<file path="src/rtl/uart_pkg.sv">
`default_nettype none
// ============================================================================
// Module   : uart_pkg
// Brief    : Shared types and constants for the UART TX arbiter slice.
// Revision : 1.0 - initial release
// ============================================================================
package uart_pkg;

    typedef enum logic [1:0] {
        IDLE      = 2'd0,
        START     = 2'd1,
        WAIT_DONE = 2'd2,
        GAP       = 2'd3
    } arb_state_t;

    // One bit time at 9600 baud from a 100 MHz clock.
    localparam int c_BAUD_DIV = 10416;
    localparam int c_DATA_W   = 8;

    function automatic int max_int(input int a, input int b);
        return (a > b) ? a : b;
    endfunction

endpackage
`default_nettype wire

</file>
<file path="src/rtl/rr_arbiter.sv">
`default_nettype none
// ============================================================================
// Module   : rr_arbiter
// Brief    : Combinational round-robin pick starting at rr_ptr, wrapping.
// Revision : 1.0 - initial release
// ============================================================================
module rr_arbiter #(
    parameter int N_REQ = 4,
    parameter int IDX_W = $clog2(N_REQ)
) (
    input  logic [N_REQ-1:0] req_valid,
    input  logic [IDX_W-1:0] rr_ptr,
    output logic             grant_valid,
    output logic [N_REQ-1:0] grant_onehot,
    output logic [IDX_W-1:0] grant_idx
);

    function automatic logic [IDX_W-1:0] wrap_idx(input logic [IDX_W-1:0] base, input int k);
        int s;
        s = int'(base) + k;
        if (s >= N_REQ) s = s - N_REQ;
        return s[IDX_W-1:0];
    endfunction

    // Scan from the farthest offset down so the nearest set bit wins last.
    always_comb begin
        grant_valid  = 1'b0;
        grant_onehot = '0;
        grant_idx    = '0;
        for (int k = N_REQ - 1; k >= 0; k--) begin
            if (req_valid[wrap_idx(rr_ptr, k)]) begin
                grant_valid  = 1'b1;
                grant_idx    = wrap_idx(rr_ptr, k);
                grant_onehot = N_REQ'(1) << wrap_idx(rr_ptr, k);
            end
        end
    end

endmodule
`default_nettype wire

</file>
<file path="src/rtl/uart_tx_arbiter.sv">
`default_nettype none
// ============================================================================
// Module   : uart_tx_arbiter
// Brief    : Round-robin sharing of one UART byte transmitter among N_REQ
//            requesters, with start timeout and inter-frame gap.
// Revision : 1.0 - initial release
// ============================================================================
module uart_tx_arbiter
    import uart_pkg::*;
#(
    parameter int N_REQ      = 4,
    parameter int DATA_W     = c_DATA_W,
    parameter int START_TO   = 16,
    parameter int GAP_CYCLES = c_BAUD_DIV
) (
    input  logic                      clk,
    input  logic                      reset,
    input  logic                      arb_enable,
    input  logic [N_REQ-1:0]          req_valid,
    input  logic [N_REQ*DATA_W-1:0]   req_data,
    output logic [N_REQ-1:0]          req_ready,
    output logic [DATA_W-1:0]         tx_data,
    output logic                      tx_start,
    input  logic                      tx_busy,
    output logic [$clog2(N_REQ)-1:0]  grant_id,
    output logic                      arb_busy,
    output logic                      err_timeout
);

    localparam int c_IDX_W = $clog2(N_REQ);
    localparam int c_CNT_W = $clog2(max_int(START_TO, GAP_CYCLES) + 1);

    localparam logic [c_CNT_W-1:0] c_START_LAST = c_CNT_W'(START_TO - 1);
    localparam logic [c_CNT_W-1:0] c_GAP_LAST   = c_CNT_W'((GAP_CYCLES > 0) ? GAP_CYCLES - 1 : 0);
    localparam logic [c_IDX_W-1:0] c_LAST_IDX   = c_IDX_W'(N_REQ - 1);

    arb_state_t           r_state;
    logic [c_IDX_W-1:0]   r_rr_ptr;
    logic [c_CNT_W-1:0]   r_cnt;
    logic [N_REQ-1:0]     r_req_ready;
    logic [DATA_W-1:0]    r_tx_data;
    logic                 r_tx_start;
    logic [c_IDX_W-1:0]   r_grant_id;
    logic                 r_err_timeout;

    logic                 w_grant_valid;
    logic [N_REQ-1:0]     w_grant_onehot;
    logic [c_IDX_W-1:0]   w_grant_idx;
    logic [c_IDX_W-1:0]   w_next_ptr;

    rr_arbiter #(
        .N_REQ (N_REQ),
        .IDX_W (c_IDX_W)
    ) u_rr_arbiter (
        .req_valid    (req_valid),
        .rr_ptr       (r_rr_ptr),
        .grant_valid  (w_grant_valid),
        .grant_onehot (w_grant_onehot),
        .grant_idx    (w_grant_idx)
    );

    assign w_next_ptr = (w_grant_idx == c_LAST_IDX) ? '0 : w_grant_idx + 1'b1;

    always_ff @(posedge clk or posedge reset) begin
        if (reset) begin
            r_state       <= IDLE;
            r_rr_ptr      <= '0;
            r_cnt         <= '0;
            r_req_ready   <= '0;
            r_tx_data     <= '0;
            r_tx_start    <= 1'b0;
            r_grant_id    <= '0;
            r_err_timeout <= 1'b0;
        end else begin
            r_req_ready   <= '0;
            r_err_timeout <= 1'b0;
            case (r_state)
                IDLE: begin
                    if (arb_enable && w_grant_valid) begin
                        r_tx_data   <= req_data[int'(w_grant_idx)*DATA_W +: DATA_W];
                        r_grant_id  <= w_grant_idx;
                        r_req_ready <= w_grant_onehot;
                        r_rr_ptr    <= w_next_ptr;
                        r_tx_start  <= 1'b1;
                        r_cnt       <= '0;
                        r_state     <= START;
                    end
                end
                START: begin
                    // Busy is checked first so it beats a coincident terminal count.
                    if (tx_busy) begin
                        r_tx_start <= 1'b0;
                        r_cnt      <= '0;
                        r_state    <= WAIT_DONE;
                    end else if (r_cnt == c_START_LAST) begin
                        r_tx_start    <= 1'b0;
                        r_err_timeout <= 1'b1;
                        r_cnt         <= '0;
                        r_state       <= (GAP_CYCLES == 0) ? IDLE : GAP;
                    end else begin
                        r_cnt <= r_cnt + 1'b1;
                    end
                end
                WAIT_DONE: begin
                    if (!tx_busy) begin
                        r_cnt   <= '0;
                        r_state <= (GAP_CYCLES == 0) ? IDLE : GAP;
                    end
                end
                GAP: begin
                    if (r_cnt == c_GAP_LAST) begin
                        r_cnt   <= '0;
                        r_state <= IDLE;
                    end else begin
                        r_cnt <= r_cnt + 1'b1;
                    end
                end
                default: begin
                    r_tx_start <= 1'b0;
                    r_state    <= IDLE;
                end
            endcase
        end
    end

    assign req_ready   = r_req_ready;
    assign tx_data     = r_tx_data;
    assign tx_start    = r_tx_start;
    assign grant_id    = r_grant_id;
    assign arb_busy    = (r_state != IDLE);
    assign err_timeout = r_err_timeout;

endmodule
`default_nettype wire

</file>
<file path="config.mk">
export PLATFORM = sky130hd
export DESIGN_NAME = uart_tx_arbiter
export DESIGN_NICKNAME = d
export VERILOG_FILES = /design/src/rtl/uart_pkg.sv /design/src/rtl/rr_arbiter.sv /design/src/rtl/uart_tx_arbiter.sv
export SDC_FILE = /design/constraint.sdc
export NUM_CORES = 1
export LEC_CHECK = 0
export ABC_CLOCK_PERIOD_IN_PS = 3600
export CAP_MARGIN = 20
export CORE_UTILIZATION = 64
export DETAILED_ROUTE_END_ITERATION = 12
export DONT_BUFFER_PORTS = 1
export PLACE_DENSITY = 0.8
export SYNTH_ARGS = -nofsm -noshare
export SYNTH_HDL_FRONTEND = slang
export SYNTH_SLANG_ARGS = --single-unit
</file>
<file path="constraint.sdc">
create_clock -name clk -period 3.6 [get_ports clk]
set_input_delay 0.54 -clock clk [delete_from_list [all_inputs] [get_ports clk]]
set_output_delay 0.54 -clock clk [all_outputs]
set_load 0.02 [all_outputs]
</file>
==> run metrics <==
CP peak stage delay=between 0.6 and 0.7 ns; H-tree depth=2; total track usage=0.2766; synth warn=0; initial antenna violation count=0; CP Max Fanout=15; FMAX=300.3 MHz; area leader, netlist=dfrtp_1; area delta synth->final=3.881%; Worst Setup Start Kind=register; syn avg cell area=9.819 µm²; register bit total from synthesis=34; Arr. time, crit path=3.48 ns; post-synthesis sequential area ratio=0.3566; CTS tree=done; setup violators final=0; reg2reg start=r_rr_ptr[0]$_DFFE_PP0P_; ranking of synthesized cells by area=dfrtp_1, ha_1, mux2i_1; Post-synth EDFFs=0; Worst Setup EP=tx_data[2]$_DFFE_PP0P_; hold_buf cts=0; DRC violations left=0; Die Area=about 4000 µm²; synth unique cells=53; Std-Cell Rows=21; period utilization=0.9250; pins over their slew limit=0; pwr/cell area=321.6 nW/µm²; Synth Cell Area=2386 µm²; Reg2Reg Depth=7; vias per cell=6.691; Post-Synthesis Cells=243; Detailed Route WL=5.061 mm; leakage=1.074 nW; final net count=slightly below 300; clock input transition at the sequential cells of the worst setup and hold paths=0.07 ns; Worst slew margin=0.3430; via count=1927; clock sinks=34; drt pass-1 iters=4; Async S/R FF share, synth=1.000; status=completed; Clock Path Buffers=2; Data required, critical path=between 3 and 4 ns; Ant. Diodes=0; setup_tns=0 ns; Initial Util=0.6932; core box area=3442 µm²; Die Y=around 63 µm; RR Endpoint=tx_data[2]$_DFFE_PP0P_; Die X=63.06 µm; grt total ovfl=0; min cycle time layout=3.330 ns; fin util=0.7201; Post-Syn Nets=between 200 and 300; Clock Latency Late Sink=0.28 ns; Top FF cell, synth=dfrtp_1; Worst Skew=around 0.0047 ns; final hold violation count=0; cts bufs inserted=5; RSZ-0062 raised after global routing=false; top-area cell type share of the netlist area=0.3566; post-DR wirelength/cell=17.57 µm; CTS resizes=0; Post-CTS Setup Repair Bufs=0; hpwl dp=3.775 mm; critical path's slowest cell=dfrtp_1; largest net degree at the start of global routing=35; Worst Hold Class=in -> async; post-route ant nets=0; I/O Pins=57; crit path from=r_rr_ptr[0]$_DFFE_PP0P_; flop2flop setup slack=0.27 ns; Port Buffers=0; critical path class=reg -> reg; Max-Cap Viols=0; gpl congestion=0.8432; worst path cell trace=inv_1, ha_1, mux2_4, a31o_1, or2_1, a2111oi_0, a211oi_1; worst vdd ir=roughly 0.00023 V; first-pass GRT wire length=8.562 mm; worst-margin pin slew=0.9728 ns; crit path capture type=register; share of post-route cells with drive strength above 1=0.09504; 1st-iter DRT viols=115; clk root buf=clkbuf_8; vias in the first global route=1843
[logic make-up (layout without fill, tap and decap cells)]
| kind of cell | after synthesis | in the layout | synth area share |
|---|---|---|---|
| and+or+nand+nor | 80 | 80 | 0.1783 |
| AOI/OAI and AO/OA | 75 | 75 | 0.2386 |
| DFF | 34 | 34 | 0.3566 |
| muxes | 20 | 20 | 0.1012 |
| buffers and inverters | 20 | 19 | 0.05349 |
| adders and majority gates | 13 | 13 | 0.06817 |
| xor gates and xnor gates | 1 | 1 | 0.003671 |
[worst max-delay path: cells and delay by family (launching register included)]
kind | cells | cell delay, ns
buffers and inverters | 1 | 0.27
adders and majority gates | 1 | 0.50
and+or+nand+nor | 1 | 0.45
AOI/OAI and AO/OA | 3 | 0.99
DFF | 1 | 0.64
muxes | 1 | 0.34
[report_power, final]
part	internal [W]	total, W	switching (W)	leakage [nW]
sequential	0.000390	0.000405	0.0000157	0.408
clock	0.000193	0.000327	0.000134	0.0575
combinational	0.0000277	0.0000650	0.0000373	0.609
[final cells by class]
type / instances / area [µm²]
fillers: 267 / 963.4
well taps: 46 / 57.56
multi-input cells: 189 / 1408
inverters: 8 / 30.03
clock buffers: 8 / 110.1
flip-flops and latches: 34 / 850.8
repair buffers: 3 / 22.52
[flip-flops by register name, summed over array words and instances (netlist names)]
| register | count |
|---|---|
| tx_data | 8 |
| r_cnt | 14 |
| r_rr_ptr | 2 |
| r_state | 2 |
| err_timeout | 1 |
| grant_id | 2 |
| tx_start | 1 |
| req_ready | 4 |
[synthesized netlist by cell type (2+ instances only)]
cell and number:
nor2b_1 7, and3_1 5, nand2_1 18, nor3b_1 8, o21ai_0 16, clkbuf_1 2, nor2_1 19, mux2_2 2
a221o_1 4, and2_1 4, nand3_1 5, a21o_1 3, buf_2 5, a211oi_1 8, dfrtp_1 34, a22o_1 8
mux2i_1 14, inv_1 8, buf_6 4, a2111oi_0 8, o211ai_1 5, nor3_1 4, mux2_4 2, a21oi_1 9
ha_1 13
[layer usage]
metal	global-route usage	wire, µm	vias to the layer above
li1	-	-	910
met1	0.3619	2264	938
met2	0.4409	2397	69
met3	0.08696	319	10
met4	0.07267	80	0
met5	0	0	-
[cells in the final DEF (no fill, tap or decap), types with 2 or more instances in the layout]
| master | Yosys | routed |
|---|---|---|
| a2111oi_0 | 8 | 8 |
| mux2i_1 | 14 | 14 |
| a211oi_1 | 8 | 8 |
| nor2_1 | 19 | 19 |
| nand2_1 | 18 | 18 |
| clkbuf_8 | 0 | 8 |
| o21ai_0 | 16 | 16 |
| dfrtp_1 | 34 | 34 |
| inv_1 | 8 | 8 |
| nor2b_1 | 7 | 7 |
| nor3b_1 | 8 | 8 |
| nor3_1 | 4 | 4 |
| buf_4 | 0 | 3 |
| a21o_1 | 3 | 3 |
| mux2_2 | 2 | 2 |
| a221o_1 | 4 | 4 |
| nand3_1 | 5 | 5 |
| a21oi_1 | 9 | 9 |
| mux2_4 | 2 | 2 |
| and2_1 | 4 | 4 |
| a22o_1 | 8 | 8 |
| o211ai_1 | 5 | 5 |
| and3_1 | 5 | 5 |
| ha_1 | 13 | 13 |
[through the flow]
step / area (µm²) / worst slack, ns / instances / hold WS [ns] / power, W
after floorplan: 2386 / 0.6245 / 243 / 0.4774 / 0.0004730
after global placement: 2369 / 0.5077 / 280 / 0.5034 / 0.0004732
after detailed placement: 2369 / 0.2610 / 280 / 0.5091 / 0.0004773
after CTS: 2479 / 0.2744 / 288 / 0.2488 / 0.0008041
after global routing: 2479 / 0.004749 / 288 / 0.2793 / 0.0008329
final: 2479 / 0.2699 / 288 / 0.2386 / 0.0007972
[worst min path at each step]
stage / cells past startpoint / endpoint / from / slack, ns
3_5_place_dp: 1 / r_cnt[4]$_DFFE_PP0P_ / r_cnt[4]$_DFFE_PP0P_ / 0.51
2_1_floorplan: 1 / r_cnt[4]$_DFFE_PP0P_ / r_cnt[4]$_DFFE_PP0P_ / 0.48
6_report: 2 / req_ready[3]$_DFF_PP0_ / reset / 0.24
4_1_cts: 2 / err_timeout$_DFF_PP0_ / reset / 0.25
3_3_place_gp: 1 / r_cnt[4]$_DFFE_PP0P_ / r_cnt[4]$_DFFE_PP0P_ / 0.50
5_1_grt: 2 / r_cnt[9]$_DFFE_PP0P_ / reset / 0.28
(Power assumes the default switching activity.)
